<file path="src/rtl/hermes_local_arbiter_pkg.sv">
// hermes_local_arbiter_pkg: shared Hermes types and constants
package HermesPkg;
    localparam int PKT_CNT_W = 16;
    typedef enum logic {IDLE, SEND} state_t;
endpackage

</file>
<file path="src/rtl/hermes_rr_arbiter.sv">
// hermes_rr_arbiter: combinational round-robin picker, ptr is the highest-priority index
module hermes_rr_arbiter #(
    parameter int N = 4
) (
    input  logic [N-1:0]         req,
    input  logic [$clog2(N)-1:0] ptr,
    output logic [N-1:0]         grant
);
    always_comb begin
        grant = '0;
        // scan from lowest priority up so the requester nearest ptr is written last
        for (int i = N - 1; i >= 0; i--)
            grant = |(req & (N'(1) << ((int'(ptr) + i) % N))) ? N'(1) << ((int'(ptr) + i) % N) : grant;
    end
endmodule

</file>
<file path="src/rtl/hermes_local_arbiter.sv">
// hermes_local_arbiter: round-robin sharing of one Hermes router local port among N_REQ requesters
module hermes_local_arbiter
    import HermesPkg::*;
#(
    parameter int N_REQ     = 4,
    parameter int FLIT_SIZE = 32
) (
    input  logic                                clk_i,
    input  logic                                rst_i,
    input  logic [N_REQ-1:0]                    req_rx_i,
    input  logic [N_REQ-1:0]                    req_eop_i,
    input  logic [N_REQ-1:0][FLIT_SIZE-1:0]     req_data_i,
    output logic [N_REQ-1:0]                    req_credit_o,
    output logic                                tx_o,
    output logic                                eop_o,
    output logic [FLIT_SIZE-1:0]                data_o,
    input  logic                                credit_i,
    output logic [N_REQ-1:0]                    grant_o,
    output logic                                busy_o,
    output logic [N_REQ-1:0][PKT_CNT_W-1:0]     pkt_cnt_o
);
    localparam int PW = $clog2(N_REQ);
    state_t state_q, state_d;
    logic [N_REQ-1:0] grant_q, winner;
    logic [PW-1:0] ptr_q, owner;
    logic [N_REQ-1:0][PKT_CNT_W-1:0] cnt_q;
    logic eop_xfer;

    hermes_rr_arbiter #(.N(N_REQ)) u_rr (
        .req   (req_rx_i),
        .ptr   (ptr_q),
        .grant (winner)
    );

    always_comb begin
        owner = '0;
        for (int i = 0; i < N_REQ; i++)
            owner = grant_q[i] ? PW'(i) : owner;
    end

    assign eop_xfer = tx_o & credit_i & eop_o;

    always_ff @(posedge clk_i) begin
        if (rst_i)
            state_q <= IDLE;
        else
            state_q <= state_d;
    end

    always_comb begin
        state_d = (state_q == IDLE) ? (|req_rx_i ? SEND : IDLE) : (eop_xfer ? IDLE : SEND);
    end

    always_comb begin
        busy_o       = state_q == SEND;
        tx_o         = busy_o & |(req_rx_i & grant_q);
        eop_o        = busy_o & |(req_eop_i & grant_q);
        data_o       = busy_o ? req_data_i[owner] : '0;
        req_credit_o = (busy_o && credit_i) ? grant_q : '0;
        grant_o      = grant_q;
        pkt_cnt_o    = cnt_q;
    end

    // grant is latched in IDLE and only released by the eop transfer, so packets are never preempted
    always_ff @(posedge clk_i) begin
        if (rst_i) begin
            grant_q <= '0;
            ptr_q   <= '0;
            cnt_q   <= '0;
        end else if (state_q == IDLE) begin
            grant_q <= winner;
        end else if (eop_xfer) begin
            grant_q      <= '0;
            ptr_q        <= (owner == PW'(N_REQ - 1)) ? '0 : owner + 1'b1;
            cnt_q[owner] <= cnt_q[owner] + 1'b1;
        end
    end
endmodule

</file>
<file path="config.mk">
export PLATFORM = sky130hd
export DESIGN_NAME = hermes_local_arbiter
export DESIGN_NICKNAME = d
export VERILOG_FILES = /design/src/rtl/hermes_local_arbiter_pkg.sv /design/src/rtl/hermes_rr_arbiter.sv /design/src/rtl/hermes_local_arbiter.sv
export SDC_FILE = /design/constraint.sdc
export NUM_CORES = 1
export LEC_CHECK = 0
export BUFFER_PORTS_ARGS = -buffer_cell sky130_fd_sc_hd__buf_2
export CAP_MARGIN = 30
export CORE_MARGIN = 2
export CORE_UTILIZATION = 35
export CTS_CLUSTER_SIZE = 28
export DETAILED_ROUTE_END_ITERATION = 16
export PLACE_DENSITY_LB_ADDON = 0.2
export SLEW_MARGIN = 30
export SYNTH_ARGS = -nofsm -noshare
export SYNTH_HDL_FRONTEND = slang
export SYNTH_SLANG_ARGS = --single-unit
</file>
<file path="constraint.sdc">
create_clock -name clk_i -period 10.2 [get_ports clk_i]
set_clock_uncertainty 0.05 [all_clocks]
set_input_delay 0 -clock clk_i [delete_from_list [all_inputs] [get_ports clk_i]]
set_output_delay 0 -clock clk_i [all_outputs]
set_load 0.02 [all_outputs]
</file>
* Yosys cells after proc, flatten, opt, wreduce, memory -nomap -nowiden
Cells that the tools add are included.
** Word-level totals
- Memories kept :: 0
- Word-level logic and storage cells :: 68
- Output and inout bits :: 107
- Latch bits :: 0
- Bits in writable memories :: 0
- Bits of input ports :: 139
- Register bits after elaboration :: 71
- Memory bits (read-only) :: 0
** Operators by class
- Equality and inequality tests :: 2
- Order comparisons :: 2
- Multipliers :: 0
- Reductions and logical operators :: 13
- Divide/modulo/power cells :: 0
- Multiplexer cells :: 22
- Shift-type cells :: 4
- Bitwise gates (word level) :: 13
- Add/subtract/negate cells :: 5
** Operators with widths (count)
- 1-bit by 32-bit left shift with 4-bit output (first input constant) :: 3
- 32-bit binary-select mux with 2-bit select :: 1
- 64-bit bitwise mux :: 1
- 32-bit two-way mux :: 2
- 16-bit binary-select mux with 2-bit select :: 1
- 16-bit demux with 2-bit select :: 1
- 16-bit two-way mux :: 2
- 4-bit two-way mux :: 7
- 4-bit OR reduction :: 7
- 4-bit bitwise AND :: 6
- 16-bit by 1-bit adder with 16-bit output (second input constant) :: 1
- 2-bit two-way mux :: 3
- 2-bit OR reduction :: 3
- 2-bit by 1-bit adder with 2-bit output (second input constant) :: 2
- 2-bit adder (second input constant) :: 2
- 1-bit bitwise AND :: 4
- 1-bit two-way mux :: 4
- 1-bit by 2-bit left shift with 4-bit output (first input constant) :: 1
- 1-bit bitwise AND (first input constant) :: 3
- 2-bit by 3-bit less-than comparator with 1-bit output (second input constant) :: 1
- 2-bit equality test (second input constant) :: 1
- 2-bit by 1-bit >= comparator with 1-bit output (second input constant) :: 1
- 1-bit logical AND :: 2
- 2-bit by 1-bit != test with 1-bit output (second input constant) :: 1
- 2-bit AND reduction :: 1

* Longest topological paths before layout
Gate-level depths: netlist of the first run.
- Depth after elaboration :: 11
- Gate-level depth with buffers :: 16
- Gate-level depth less buffers :: 9

* By module
A second synthesis of the first run with hierarchy kept.
** Unflattened totals
- Cell total of the unflattened synthesis :: 675
- Area total of the unflattened synthesis :: 4986.0 um^2
** Modules (own cells, without submodules)
- hermes_local_arbiter :: seq. area each 1421.4 um^2, area each 4884.7 um^2, times used 1, cells an instance 659
- hermes_rr_arbiter :: seq. area each 0.0 um^2, area each 101.3 um^2, times used 1, cells an instance 16

* Worst setup path before layout of the first run
Ideal clock, no wire load.
- Path type :: register to register
- From :: register grant_q[1], in the netlist grant_o[1]
- To :: register cnt_q, in the netlist pkt_cnt_o[24]
- Path slack :: 6.453 ns
- Required time :: 10.064 ns
- Path buffers :: 7
- Setup time :: 0.086 ns
- Data arrival time :: 3.612 ns
- Clock period less this slack :: 3.747 ns
- Cell stages (with the launch flop) :: 17
- Cell sequence :: dfxtp_1 buf_2 buf_2 buf_2 buf_2 buf_1 mux2i_1 nor2_1 a21oi_1 o21ai_0 ha_1 and3_1 clkbuf_1 or3b_2 buf_2 xnor2_2 a211oi_1
** Between the ends
- Cells in the longest elaborated chain, start to end :: 8
- Elaborated cells on any way between the ends :: 21
- Classes of those cells :: add/sub (1); order compare (2); mux (8); bitwise (6); reduce/logical (4)
** RTL lines
- from (decl) :: line hermes_local_arbiter.sv:24 : logic [N_REQ-1:0] grant_q, winner;
- from (signal assigned) :: line hermes_local_arbiter.sv:71 : grant_q <= winner;
- parallel branches: the longest is 8 deep, another holds 16-bit by 1-bit adder with 16-bit output
- to (signal, indexed assignment) :: line hermes_local_arbiter.sv:75 : cnt_q[owner] <= cnt_q[owner] + 1'b1;
- to (decl) :: line hermes_local_arbiter.sv:26 : logic [N_REQ-1:0][PKT_CNT_W-1:0] cnt_q;
Parallel ways; which one is timed is not known. The select of a mux whose other input is x is not followed.
A chain may end at the register's enable or synchronous reset.

* Final worst setup path of the first run
- From :: register grant_q[3], in the netlist grant_o[3]
- To :: register cnt_q, in the netlist pkt_cnt_o[29]
** Between the ends
- Cells in the longest elaborated chain, start to end :: 6
- Elaborated cells on any way between the ends :: 19
- Classes of those cells :: add/sub (1); order compare (2); mux (6); bitwise (6); reduce/logical (4)
** RTL lines
- parallel branches: the longest is 6 deep, another holds 16-bit by 1-bit adder with 16-bit output
Parallel ways; which one is timed is not known. The select of a mux whose other input is x is not followed.

==> flow_summary.toml, run 1 <==
[power]
p_clk_share_pct = 41.9
pwr-share-comb_pct = 17.6
ir_drop_mv = 0.0658
power_uw = 700
p_sw_share_pct = 29.0
p_int_uw = 497
p_leak_nw = 2.86
p_switching_uw = 203
power_density_nw_per_um2 = 103
sequentialPowerShare_pct = 40.5

[logic_synthesis]
yosys_most_used_dff = "dfxtp_1"
yosysSeqAreaShare_pct = 27.4
synthCells = 714
synth_top_family_by_area = "simple AND/OR/NAND/NOR gates"
synth.net_count = 858
synth.distinct_cells = 62
synth_warnings = 0
synthArstFlopShare_pct = 0
synth_compound_area_share_pct = 24.2
yosys.area_share.simple_pct = 28.3
synthMuxAreaShare_pct = 10.9
synth_xor_area_share_pct = 1.49
synth_edf_count = 0
postSynthAreaPerCell_sq_um = 7.28
synth-seq-cells = 71
synth_fa_ha_area_share_pct = 1.20
netlist_area_sq_um = 5190

[layout]
num-fill-cells = 1528
final_layout_size_suffix_gt1_share_pct = 31.9
areaGrowthSynthToFinish_pct = 30.5
final_nets = 1060
fin_cells = 1108

[global_routing]
overflow = 0
grt_max_degree = 95
grt_pass1_vias = 5449
grt_pass1_wl_um = 30200
antenna_found_initial = 3
grt_usage_pct = 23.6

[sta]
fmax_mhz = 274
setup_violations = 0
relSlewSlack_pct = 35.8
fin_ws_ns = 6.55
max_slew.worst_pin.slew_ns = 0.963
finalCritPeriodShare_pct = 35.8
fin_tns_setup_ns = 0
period_minus_slack_ns = 3.65
hold_slack_ns = 0.0308
report.final.hold_viol_count = 0
rsz0062_at_grt = "no"
slew_viol_final = 0

[detailed_routing]
vias = 6025
drt-pass1-iter-count = 6
wl_um = 19600
postRouteAntennaNets = 0
vias_per_cell = 5.44
drt_iter0_drc = 365
drcViolationCount = 0
wl_per_cell_um = 17.7

[placement]
place.gp.congestion = 0.871
detailed_place_hpwl_um = 14300
io_buffers = 245
pre_cts_slack_ns = 6.61
dpl.cell_count = 1087

[clock_tree]
cts-root-buf = "clkbuf_16"
numCtsBuffers = 9
htreeDepth = 3
worstSkewPairLatency_ns = 0.34
clockBufferDepth = 2
clkTransAtPathRegs_ns = 0.06
cts_sinks = 71
cts_tree = "yes"
post_cts_resized = 0

[worst_setup_path]
crit_chain = "buf_4 -> nor2b_1 -> a222oi_1 -> nand4_1 -> nor4_4 -> nor2_1 -> a311o_1"
path_delay_family = "simple AND/OR/NAND/NOR gates"
path_max_fanout = 94
crit_slowest_cell = "nor4_4"
crit_type = "register to register"
start_kind = "register"
critPathRequiredTime_ns = 10.37
critPathBufInv = 1
cp-end-kind = "register"
crit_arrival_ns = 3.82
critical-path-max-stage-delay_ns = 0.70

[floorplan]
fp.dieW_um = 126
die_h_um = 126
start_util_pct = 35.7
core_area_sq_um = 14500
io_pins = 246
die_area_sq_um = 15800
rows = 44

[run]
cap_violations = 0

[min_path]
min_path_type = "input port to register"

[status]
status = "finished, final reports clean"
synthesized netlist by cell type, types with 4 or more instances:
cell      number  share of area, %
nor2b_1        5              0.60
nor2_1       102               7.4
a311o_1       10               1.9
a22oi_1        5              0.72
mux2i_1       50               9.6
o22ai_1        5              0.60
a32oi_1        4              0.67
nand2_1       72               5.2
nand2b_1       4              0.48
nand3_1       16               1.5
and2_1        34               4.1
o221ai_1       7               1.2
mux2_2         6               1.3
or3_1          4              0.48
and3_1         6              0.72
a21oi_1       56               5.4
xnor2_1        4              0.67
o21ai_0       39               3.8
nor4_1         8              0.96
buf_1          8              0.58
nand3b_1       5              0.72
nor3_1        13               1.3
nand4_1       12               1.4
clkbuf_1      42               3.0
dfxtp_1       71                27
a31oi_1        5              0.60
buf_2         11               1.1
inv_1         17               1.2
ha_1           5               1.2
o21a_1         5              0.72
o211ai_1       5              0.72
a211oi_1      33               4.8
and4_1         4              0.67
tightest hold or removal path, delay by kind of cell:
kind                   cells  cell delay [ns]
buffers and inverters      1             0.12
AND/OR/NAND/NOR            1             0.10
AO/OA/AOI/OAI              2             0.15
flip-flops by register name, indices dropped and copies added (netlist names):
name / cells
pkt_cnt_o: 64
grant_o: 4
ptr_q: 2
busy_o: 1
layer usage:
layer  global-route usage (%)  share of wire (%)  vias up
met5                        0                  0        -
met4                     7.69                2.4        0
met3                     4.21                6.6       29
met2                     40.3                 48      242
met1                     30.4                 43     2766
li1                         -                  -     2988
placed cells by master (no fill, tap or decap), drive strengths merged, types with 4 or more instances in the layout:
cell type and count:
o21ai 39, ha 5, or3 4, a211oi 34
clkbuf 10, inv 18, o22ai 5, nand4 12
nand2b 4, nand3 17, a32oi 4, nand3b 5
mux2 6, buf 253, mux2i 50, nor2 102
nor4 11, o211ai 5, and4 4, nor3 13
a311o 10, xnor2 5, nand2 72, dfxtp 71
a21oi 56, a31oi 5, nor2b 5, a21boi 4
and3 6, and2 34, o221ai 7, clkinv 5
o21a 5, a22oi 5
repair_timing:
item,in CTS,in global routing
endpoints found under the setup margin,0,0
endpoints found under the hold margin,2,0
hold buffers,2,0
setup buffers,0,0
power by group through the flow:
stage	sequential, mW	combinational [mW]	clock, mW
finish	0.283	0.123	0.294
global route	0.284	0.136	0.312
CTS	0.284	0.123	0.297
detailed placement	0.290	0.122	0
global placement	0.290	0.122	0
floorplan	0.287	0.0733	0
through the flow:
step                cell area (sq um)  util [%]
floorplan                        5190         -
global placement                 6470      44.5
detailed placement               6480      44.6
CTS                              6770      46.6
global route                     6780      46.7
finish                           6780      46.7
cells by family after synthesis:
| group | Yosys count |
|---|---|
| xor+xnor | 8 |
| buf+inv | 82 |
| compound gates | 192 |
| simple gates | 300 |
| mux | 56 |
| flops | 71 |
| fa+ha+maj | 5 |
cell type report:
class	instances	area, sq um	area share (%)
diodes	3	7.51	0.111
clock buffers	10	229	3.38
clock inverters	6	47.5	0.701
inverters	18	67.6	0.996
multi-input cells	561	3470	51.1
flip-flops and latches	71	1430	21.1
well taps	184	230	3.39
repair buffers	255	1310	19.3
worst paths after layout:
path,start,end,slack (ns),cells after the start
min,req_rx_i[1],grant_o[2],0.03,4
max,grant_o[3],pkt_cnt_o[29],6.55,7
max reg2reg,grant_o[3],pkt_cnt_o[29],6.55,7
min reg2reg,pkt_cnt_o[49],pkt_cnt_o[49],0.46,2
No activity file was read; power rests on OpenSTA's default activity.
==> run 2: changes to the inputs <==
==> constraint.sdc (replaced) <==
create_clock -name clk_i -period 3 [get_ports clk_i]
set_clock_uncertainty 0.05 [all_clocks]
set_input_delay 0 -clock clk_i [delete_from_list [all_inputs] [get_ports clk_i]]
set_output_delay 0 -clock clk_i [all_outputs]
set_load 0.02 [all_outputs]
==> flow_summary.toml, run 2 (same netlist as run 1, synthesis figures left out) <==
[clock_tree]
cts-hold-fix-buffers = 3
cts_sinks = 71
worstSkewPairLatency_ns = 0.34
post_cts_buffers = 0
cts_tree = "yes"
clockBufferDepth = 2
cts-root-buf = "clkbuf_16"
htreeDepth = 3
post_cts_resized = 0
clkTransAtPathRegs_ns = 0.06
numCtsBuffers = 9

[floorplan]
fp.dieW_um = 126
die_h_um = 126
core_area_sq_um = 14500
io_pins = 246
rows = 44
die_area_sq_um = 15800
start_util_pct = 35.7

[worst_setup_path]
path_max_fanout = 21
critical-path-max-stage-delay_ns = 0.55
critPathBufInv = 1
crit_slowest_cell = "or4_1"
critPathRequiredTime_ns = 3.18
cp-end-kind = "register"
crit_type = "register to register"
start_kind = "register"
crit_arrival_ns = 2.90
path_delay_family = "simple AND/OR/NAND/NOR gates"
crit_chain = "buf_4 -> mux2i_1 -> a211oi_2 -> nand3_2 -> or2_0 -> or4_1 -> o311ai_1"
path_depth = 7
r2r_setup_slack_ns = 0.29
worstRegToRegCells = 7

[layout]
num-fill-cells = 1493
final_cell_mix = "245 x buf_2, 102 x nor2_1, 72 x nand2_1"
postLayoutCellArea_sq_um = 6920
layout_commonest_cell = "buf_2"
areaGrowthSynthToFinish_pct = 33.2
final_layout_size_suffix_gt1_share_pct = 33.2
largest_register_ffs = 64
final_nets = 1078

[power]
p_leak_nw = 2.94
power_mw = 2.44
ir_drop_mv = 0.249
power_density_nw_per_um2 = 352

[detailed_routing]
wl_um = 19900
drt-pass1-iter-count = 8
drcViolationCount = 0
postRouteAntennaNets = 0
wl_per_cell_um = 17.7
drt_iter0_drc = 537
vias_per_cell = 5.45
vias = 6121

[sta]
relSlewSlack_pct = 54.4
fmax_mhz = 368
slew_viol_final = 0
finalCritPeriodShare_pct = 90.5
report.final.hold_viol_count = 0
max_slew.worst_pin.slew_ns = 0.684
fin_tns_setup_ns = 0
hold_slack_ns = 0.0437
setup_violations = 0
period_minus_slack_ns = 2.71
rsz0062_at_grt = "no"

[global_routing]
antenna_found_initial = 2
grtUsageMet1_pct = 31.0
use_met3_pct = 4.72
overflow = 0
grt_max_degree = 53
grt_pass1_vias = 5585
grt_pass1_wl_um = 30600
top_usage_layer = "met2"
use_met2_pct = 40.1
grt_usage_pct = 24.0

[placement]
place.gp.congestion = 0.910
detailed_place_hpwl_um = 14800
place_area_sq_um = 6600
io_buffers = 245

[min_path]
min_path_type = "input port to register"
whs_path_depth = 5

[run]
cap_violations = 0

[status]
status = "finished, final reports clean"
## run 2: cell count changes in the layout (fill, tap and decap cells not counted), moves of 2 or more
cell      change
clkinv_4      -2
inv_6         +3
diode_2       -2
buf_4        +17
## run 2: tightest hold or removal path: cells and delay by family
family                 cells  cell delay, ns
buffers and inverters      1            0.12
and+or+nand+nor            3            0.21
AOI/OAI and AO/OA          1            0.07
## run 2: power breakdown
group	internal (mW)	leakage (nW)	total (mW)	switching (mW)
Clock	0.594	0.140	1.05	0.453
Sequential	0.946	0.574	0.954	0.00820
Combinational	0.186	2.22	0.434	0.248
Total	1.73	2.94	2.44	0.709
## run 2: worst paths after layout
check,end,start
setup / recovery,pkt_cnt_o[60],grant_o[1]
hold / removal,busy_o,req_rx_i[1]
setup reg to reg,pkt_cnt_o[60],grant_o[1]
hold reg to reg,pkt_cnt_o[33],pkt_cnt_o[33]
## run 2: metrics by stage
stage | setup WS (ns) | utilization, % | std cells
after floorplan | 0.000346 | - | 714
after global placement | 0.367 | 45.4 | 1104
after detailed placement | 0.326 | 45.4 | 1104
after CTS | 0.310 | 47.6 | 1123
after global routing | 0.102 | 47.6 | 1124
final | 0.285 | 47.6 | 1124
## run 2: layout make-up
| class | instances | area, sq um | share of cell area, % |
|---|---|---|---|
| repair buffers | 273 | 1440 | 20.9 |
| diodes | 1 | 2.50 | 0.0362 |
| well taps | 184 | 230 | 3.33 |
| clock buffers | 10 | 239 | 3.45 |
| inverters | 18 | 67.6 | 0.976 |
| multi-input cells | 561 | 3460 | 50.0 |
| clock inverters | 6 | 51.3 | 0.741 |
| flip-flops and latches | 71 | 1430 | 20.6 |
## run 2: routing by layer
metal  routed length [um]  vias up
li1                     -     3013
met1                 8460     2823
met2                 9390      250
met3                 1500       35
met4                  522        0
met5                    0        -
